$ cat src/rtl/uart_to_ebi.sv
// uart_to_ebi: serial host bridge onto a 16-bit external bus interface.
// Frames: write 0xAB,AH,AL,DH,DL,CRC; read 0xAA,AH,AL,CRC -> reply 0xAA,RH,RL,CRC.
// Ports:
//   clk, rst (async, active-high), prescale (bit period = 8*prescale clk)
//   rxd/txd         8N1 serial pair, idle high
//   ebi_cs/rden/wren, ebi_addr, ebi_dout, ebi_din   bus side, 1-cycle read latency
//   tx_busy, rx_busy, rx_overrun_error, rx_frame_error   status, errors are pulses
module uart_to_ebi (
    input  logic        clk,
    input  logic        rst,
    input  logic [15:0] prescale,
    input  logic        rxd,
    output logic        txd,
    output logic        ebi_cs,
    output logic        ebi_rden,
    output logic        ebi_wren,
    output logic [15:0] ebi_addr,
    input  logic [15:0] ebi_din,
    output logic [15:0] ebi_dout,
    output logic        tx_busy,
    output logic        rx_busy,
    output logic        rx_overrun_error,
    output logic        rx_frame_error
);

    localparam logic [7:0] CRC_INIT = 8'h14;
    localparam logic [7:0] HDR_RD   = 8'hAA;
    localparam logic [7:0] HDR_WR   = 8'hAB;

    // CRC-8 poly 0x07, MSB first, byte folded in before shifting
    function automatic logic [7:0] crc8(input logic [7:0] c, input logic [7:0] b);
        logic [7:0] x;
        x = c ^ b;
        for (int i = 0; i < 8; i++)
            x = x[7] ? ({x[6:0], 1'b0} ^ 8'h07) : {x[6:0], 1'b0};
        return x;
    endfunction

    typedef enum logic [2:0] {
        P_IDLE   = 3'd0,
        P_ADDR_H = 3'd1,
        P_ADDR_L = 3'd2,
        P_DATA_H = 3'd3,
        P_DATA_L = 3'd4,
        P_CRC    = 3'd5
    } p_state_t;

    typedef enum logic [2:0] {
        E_IDLE = 3'd0,
        E_WRITE = 3'd1,
        E_READ = 3'd2,
        E_CAP = 3'd3,
        E_RESP = 3'd4
    } e_state_t;

    logic [18:0] per_m1;
    logic [18:0] half_m1;
    assign per_m1  = {prescale, 3'b000} - 19'd1;
    assign half_m1 = {1'b0, prescale, 2'b00} - 19'd1;

    // ---------------- receiver ----------------
    logic [1:0]  rx_sync;
    logic        rxs;
    logic [18:0] rx_cnt;
    logic [3:0]  rx_bit;
    logic [7:0]  rx_sh;
    logic [7:0]  rx_data;
    logic        rx_valid;
    logic        consume;
    logic        pend;

    assign rxs     = rx_sync[1];
    assign consume = rx_valid && !pend;

    // rx_bit 0 = start-bit validation, 1..8 data, 9 stop
    always_ff @(posedge clk or posedge rst) begin
        if (rst) begin
            rx_sync          <= 2'b11;
            rx_cnt           <= '0;
            rx_bit           <= '0;
            rx_sh            <= '0;
            rx_data          <= '0;
            rx_valid         <= 1'b0;
            rx_busy          <= 1'b0;
            rx_frame_error   <= 1'b0;
            rx_overrun_error <= 1'b0;
        end else begin
            rx_sync          <= {rx_sync[0], rxd};
            rx_frame_error   <= 1'b0;
            rx_overrun_error <= 1'b0;
            if (consume)
                rx_valid <= 1'b0;
            if (!rx_busy) begin
                if (!rxs) begin
                    rx_busy <= 1'b1;
                    rx_cnt  <= '0;
                    rx_bit  <= '0;
                end
            end else if (rx_bit == 4'd0) begin
                if (rx_cnt == half_m1) begin
                    rx_cnt <= '0;
                    if (rxs)
                        rx_busy <= 1'b0;
                    else
                        rx_bit <= 4'd1;
                end else begin
                    rx_cnt <= rx_cnt + 19'd1;
                end
            end else if (rx_cnt == per_m1) begin
                rx_cnt <= '0;
                if (rx_bit == 4'd9) begin
                    rx_busy <= 1'b0;
                    if (!rxs) begin
                        rx_frame_error <= 1'b1;
                    end else if (rx_valid && !consume) begin
                        rx_overrun_error <= 1'b1;
                    end else begin
                        rx_data  <= rx_sh;
                        rx_valid <= 1'b1;
                    end
                end else begin
                    rx_sh  <= {rxs, rx_sh[7:1]};
                    rx_bit <= rx_bit + 4'd1;
                end
            end else begin
                rx_cnt <= rx_cnt + 19'd1;
            end
        end
    end

    // ---------------- transmitter ----------------
    logic [18:0] tx_cnt;
    logic [3:0]  tx_bit;
    logic [8:0]  tx_sh;
    logic        tx_go;
    logic [7:0]  tx_byte;

    always_ff @(posedge clk or posedge rst) begin
        if (rst) begin
            txd     <= 1'b1;
            tx_busy <= 1'b0;
            tx_cnt  <= '0;
            tx_bit  <= '0;
            tx_sh   <= '1;
        end else if (!tx_busy) begin
            if (tx_go) begin
                tx_busy <= 1'b1;
                txd     <= 1'b0;
                tx_sh   <= {1'b1, tx_byte};
                tx_cnt  <= '0;
                tx_bit  <= '0;
            end
        end else if (tx_cnt == per_m1) begin
            tx_cnt <= '0;
            if (tx_bit == 4'd9) begin
                tx_busy <= 1'b0;
                txd     <= 1'b1;
            end else begin
                txd    <= tx_sh[0];
                tx_sh  <= {1'b1, tx_sh[8:1]};
                tx_bit <= tx_bit + 4'd1;
            end
        end else begin
            tx_cnt <= tx_cnt + 19'd1;
        end
    end

    // ---------------- frame parser ----------------
    p_state_t    p_state, p_next;
    e_state_t    e_state, e_next;
    logic        p_wr;
    logic [15:0] p_addr;
    logic [15:0] p_data;
    logic [7:0]  p_crc;
    logic [23:0] gap_cnt;
    logic        gap_to;
    logic        launch;

    assign gap_to = gap_cnt > {prescale, 8'h00};
    assign launch = pend && (e_state == E_IDLE);

    always_ff @(posedge clk or posedge rst) begin
        if (rst)
            p_state <= P_IDLE;
        else
            p_state <= p_next;
    end

    // An accepted frame parks in P_CRC with pend set until the bus side is free
    always_comb begin
        p_next = p_state;
        if (pend) begin
            if (launch)
                p_next = P_IDLE;
        end else if (rx_frame_error || gap_to) begin
            p_next = P_IDLE;
        end else if (consume) begin
            unique case (p_state)
                P_IDLE:   if (rx_data == HDR_RD || rx_data == HDR_WR)
                              p_next = P_ADDR_H;
                P_ADDR_H: p_next = P_ADDR_L;
                P_ADDR_L: p_next = p_wr ? P_DATA_H : P_CRC;
                P_DATA_H: p_next = P_DATA_L;
                P_DATA_L: p_next = P_CRC;
                P_CRC:    if (rx_data != p_crc)
                              p_next = P_IDLE;
                default:  p_next = P_IDLE;
            endcase
        end
    end

    always_ff @(posedge clk or posedge rst) begin
        if (rst) begin
            pend    <= 1'b0;
            p_wr    <= 1'b0;
            p_addr  <= '0;
            p_data  <= '0;
            p_crc   <= CRC_INIT;
            gap_cnt <= '0;
        end else begin
            if (p_state == P_IDLE || pend || consume)
                gap_cnt <= '0;
            else
                gap_cnt <= gap_cnt + 24'd1;
            if (launch)
                pend <= 1'b0;
            if (consume) begin
                p_crc <= (p_state == P_IDLE) ? crc8(CRC_INIT, rx_data)
                                             : crc8(p_crc, rx_data);
                case (p_state)
                    P_IDLE:   p_wr <= (rx_data == HDR_WR);
                    P_ADDR_H: p_addr[15:8] <= rx_data;
                    P_ADDR_L: p_addr[7:0] <= rx_data;
                    P_DATA_H: p_data[15:8] <= rx_data;
                    P_DATA_L: p_data[7:0] <= rx_data;
                    P_CRC:    if (rx_data == p_crc && !rx_frame_error && !gap_to)
                                  pend <= 1'b1;
                    default:  ;
                endcase
            end
        end
    end

    // ---------------- bus sequencer ----------------
    logic [15:0] rdata;
    logic [1:0]  idx;
    logic [7:0]  resp_crc;

    assign resp_crc = crc8(crc8(crc8(CRC_INIT, HDR_RD), rdata[15:8]), rdata[7:0]);

    always_ff @(posedge clk or posedge rst) begin
        if (rst)
            e_state <= E_IDLE;
        else
            e_state <= e_next;
    end

    always_comb begin
        e_next = e_state;
        unique case (e_state)
            E_IDLE:  if (pend)
                         e_next = p_wr ? E_WRITE : E_READ;
            E_WRITE: e_next = E_IDLE;
            E_READ:  e_next = E_CAP;
            E_CAP:   e_next = E_RESP;
            E_RESP:  if (tx_go && idx == 2'd3)
                         e_next = E_IDLE;
            default: e_next = E_IDLE;
        endcase
    end

    always_comb begin
        ebi_wren = (e_state == E_WRITE);
        ebi_rden = (e_state == E_READ);
        ebi_cs   = ebi_wren || ebi_rden;
        tx_go    = (e_state == E_RESP) && !tx_busy;
        unique case (idx)
            2'd0:    tx_byte = HDR_RD;
            2'd1:    tx_byte = rdata[15:8];
            2'd2:    tx_byte = rdata[7:0];
            default: tx_byte = resp_crc;
        endcase
    end

    // Read data is taken one cycle after the strobe cycle
    always_ff @(posedge clk or posedge rst) begin
        if (rst) begin
            ebi_addr <= '0;
            ebi_dout <= '0;
            rdata    <= '0;
            idx      <= '0;
        end else begin
            if (launch) begin
                ebi_addr <= p_addr;
                if (p_wr)
                    ebi_dout <= p_data;
            end
            if (e_state == E_CAP) begin
                rdata <= ebi_din;
                idx   <= '0;
            end
            if (tx_go)
                idx <= idx + 2'd1;
        end
    end

endmodule

$ cat config.mk
export PLATFORM = sky130hd
export DESIGN_NAME = uart_to_ebi
export DESIGN_NICKNAME = d
export VERILOG_FILES = /design/src/rtl/uart_to_ebi.sv
export SDC_FILE = /design/constraint.sdc
export NUM_CORES = 1
export LEC_CHECK = 0
export ABC_AREA = 0
export CAP_MARGIN = 20
export CORE_UTILIZATION = 40
export CTS_BUF_LIST = sky130_fd_sc_hd__clkbuf_4
export DETAILED_ROUTE_END_ITERATION = 8
export PLACE_DENSITY_LB_ADDON = 0.2
export SLEW_MARGIN = 20
export SYNTH_ARGS = -nofsm -noshare
export SYNTH_HDL_FRONTEND = slang
export SYNTH_SLANG_ARGS = --single-unit
export TNS_END_PERCENT = 20
$ cat constraint.sdc
create_clock -name clk -period 11.7 [get_ports clk]
set_input_delay 1.17 -clock clk [delete_from_list [all_inputs] [get_ports clk]]
set_output_delay 1.17 -clock clk [all_outputs]
set_load 0.01 [all_outputs]
==> summary.txt <==
Routing
  • 1st-iter DRT viols: 422
  • Antenna Nets Post-Route: 0
  • DR vias: 8850
  • WL/cell: 17.4 microns
  • DRC viols: 0
  • Total Wirelength: 28000 microns
  • First-pass DRT Iterations: 5
  • Routed vias/inst: 5.51

Power
  • Pwr dens: 93.4 nW/um^2
  • Reg power frac: 57.3%
  • Combinational share of power: 7.9%
  • Worst vdd ir: 0.0000561 V
  • P_sw: 370 uW
  • Cell internal pwr: 854 uW
  • Clock Power Share: 34.8%
  • Leak: 5.63 nW
  • Switching Share: 30.2%

STA
  • Slew margin rel.: 36.4%
  • Final period util: 41.1%
  • Setup violators final: 0
  • RSZ-0062 raised after global routing: no
  • Measured slew at the worst slew-check pin: 0.952 ns
  • Fmax: 0.208 GHz
  • Slew Viols, Final: 0
  • Layout Skew: 0.0478 ns
  • Min Hold Slack: 0.375 ns
  • Final hold vios: 0
  • Setup Total Neg Slack: 0 ns
  • Tmin final: 4.80 ns

Die
  • IO Count: 75
  • Cell Rows: 62
  • DIE WIDTH: 174 microns
  • Area of the core: 28900 sq um
  • Initial Utilization: 40.8%
  • Die area: 30100 sq um
  • Die Y-Extent: 174 microns

Synthesis
  • YS warnings: 0
  • #FFs+latches synth: 200
  • Library cells used by synthesis: 69
  • Syn Nets: 1256
  • Seq/Total Area, Yosys: 42.7%
  • Syn avg cell area: 9.94 sq um
  • EDFF count, synth: 0
  • Mapped Area: 11800 sq um
  • Most common flop cell mapped by yosys: dfrtp_1
  • Synthesized instance count: 1184
  • Share of synthesized registers carrying an async set or reset: 100%

Global routing
  • GRT Util Overall: 19.2%
  • Initial antenna violation count: 1
  • First-pass GRT wire length: 46300 microns
  • Grt total ovfl: 0
  • Largest net degree at the start of global routing: 125
  • Vias in the first global route: 8602

Flow run
  • Total of max-cap violations: 0

Clocking
  • Clock Tree Buf Depth: 2
  • Post-CTS Setup Bufs: 0
  • Inserted Clock Buffers: 17
  • Reg clk slew, reported paths: 0.21 ns
  • CTS tree: built
  • H-tree depth: 4
  • Sink Count: 200
  • CTS root buf: clkbuf_4
  • Worst-Skew Late Latency: 0.64 ns
  • Cts repair resizes: 0
  • # hold bufs at CTS: 0

Final layout
  • Fraction of layout cells with a size suffix above 1: 13.4%
  • Layout Nets: 1280
  • Final Instance Count excl. Fillers: 1606
  • Most common cell after layout, fill and taps aside: dfrtp_1
  • Most frequent cells in the layout: 187 x dfrtp_1, 99 x nand2_1, 93 x mux2_2
  • Post-layout util: 45.4%
  • Layout fillers: 2787
  • Area of the multi-input gates: 6230 sq um
  • Design Area, Final: 13100 sq um
  • Layout area overhead: 11.2%
  • FF+latch area: 5020 sq um

Critical path
  • Data required, critical path: 12.18 ns
  • Worst setup EP type: register
  • Crit start category: input pin
  • Worst Path Max Fanout: 29
  • WS Path Type: in2reg
  • Worst Path Arrival: 5.29 ns

Place
  • Hpwl dp: 19800 microns
  • Placed instance count: 1572
  • Gp weighted congestion: 0.926
  • Placed Instance Area: 12700 sq um
  • PortBufs: 74

Status
  • Status: finished clean

Min path
  • Hold WC Path Type: reg2reg
-- cells in the mapped netlist, types with 4 or more instances --
cell type / instances / area share [%]
mux2i_1: 10 / 0.85
nand4b_1: 5 / 0.37
nor4_1: 14 / 0.74
o32a_1: 4 / 0.34
a21oi_1: 32 / 1.4
a31oi_1: 31 / 1.6
o21ai_0: 53 / 2.3
o211ai_1: 12 / 0.77
a211oi_1: 7 / 0.45
ha_1: 37 / 3.9
a32o_1: 4 / 0.34
or4_1: 7 / 0.45
nand2b_1: 4 / 0.21
nand2_1: 99 / 3.2
dfrtp_1: 187 / 40
nor2_1: 65 / 2.1
a22o_1: 5 / 0.37
and3_1: 21 / 1.1
a21o_1: 5 / 0.32
dfstp_2: 13 / 2.9
nand3b_1: 15 / 0.96
clkbuf_1: 57 / 1.8
nor2b_1: 9 / 0.48
and2_1: 4 / 0.21
mux2_2: 93 / 8.9
or3_1: 10 / 0.53
xor2_1: 39 / 2.9
nand3_1: 62 / 2.6
buf_6: 5 / 0.48
a221oi_1: 5 / 0.37
inv_1: 48 / 1.5
buf_2: 9 / 0.38
buf_1: 6 / 0.19
xnor2_1: 90 / 6.7
nor3b_1: 5 / 0.32
o22ai_1: 5 / 0.27
o31ai_1: 7 / 0.45
xnor3_1: 9 / 1.7
nor3_1: 27 / 1.1
nand4_1: 16 / 0.85
or2_2: 4 / 0.21
-- path summary, 6_finish.rpt --
path                       slack [ns]                     end  cells after the start                  start
setup / recovery                 6.90  rx_cnt[12]$_DFFE_PP0P_                      9            prescale[3]
hold / removal                   0.38    rx_sync[1]$_DFF_PP1_                      0   rx_sync[0]$_DFF_PP1_
setup reg to reg                 8.14   rx_bit[0]$_DFFE_PP0P_                     11  rx_bit[0]$_DFFE_PP0P_
hold reg to reg                  0.38    rx_sync[1]$_DFF_PP1_                      0   rx_sync[0]$_DFF_PP1_
max in group asynchronous        9.35    p_crc[2]$_DFFE_PP1P_                      4                    rst
min in group asynchronous        1.09    rdata[4]$_DFFE_PP0P_                      2                    rst
-- flip-flops by register name, indices dropped and copies added (netlist names), 16 cells and up --
name / count
ebi_dout: 16
p_addr: 16
rx_cnt: 19
tx_cnt: 19
p_data: 16
ebi_addr: 16
rdata: 16
gap_cnt: 24
-- worst max-delay path: stages --
cell             delay, ns
clkdlybuf4s50_1       0.62
or4_1                 0.79
nor4_1                0.47
xnor3_1               0.21
nand4_1               0.17
nor4_1                0.63
nand2_1               0.75
a31oi_1               0.38
a31oi_1               0.08
-- area by class of cell --
type	instances	area share, %
inverters	49	1.46
clock inverters	15	1.67
well taps	384	3.67
diodes	1	0.0191
repair buffers	82	6.27
multi-input cells	858	47.6
flip-flops and latches	200	38.4
clock buffers	17	0.975
-- metrics by stage --
step	power (mW)	worst slack, ns
detailed placement	0.809	6.26
global placement	0.809	6.39
global route	1.28	6.48
CTS	1.24	6.93
floorplan	0.779	5.10
finish	1.22	6.90
-- cell families (layout without fill, tap and decap cells) --
kind of cell             after synthesis  after routing  share of synthesized area (%)
buffers and inverters                126            163                           4.43
AND/OR/NAND/NOR                      381            381                           16.7
multiplexers                         103            103                           9.75
XOR/XNOR                             138            138                           11.3
other                                  0              1                              0
flip-flops                           200            200                           42.7
AO/OA/AOI/OAI                        199            199                           11.2
adder cells (fa/ha/maj)               37             37                           3.93
-- power by group through the flow --
stage                     clock network (mW)  registers (mW)  logic, mW
final                                  0.426           0.701     0.0963
after global routing                   0.471           0.702      0.106
after CTS                              0.444           0.701     0.0963
after detailed placement                   0           0.713     0.0958
after global placement                     0           0.713     0.0961
after floorplan                            0           0.711     0.0682
-- routing by layer --
layer  track usage, %  vias up  part of all wire, %
li1                 -     4264                    -
met4             5.86        0                  2.0
met3             2.65       29                  3.2
met2             31.0      192                   47
met1             26.5     4365                   48
met5                0        -                    0
No activity file was read; power rests on OpenSTA's default activity.
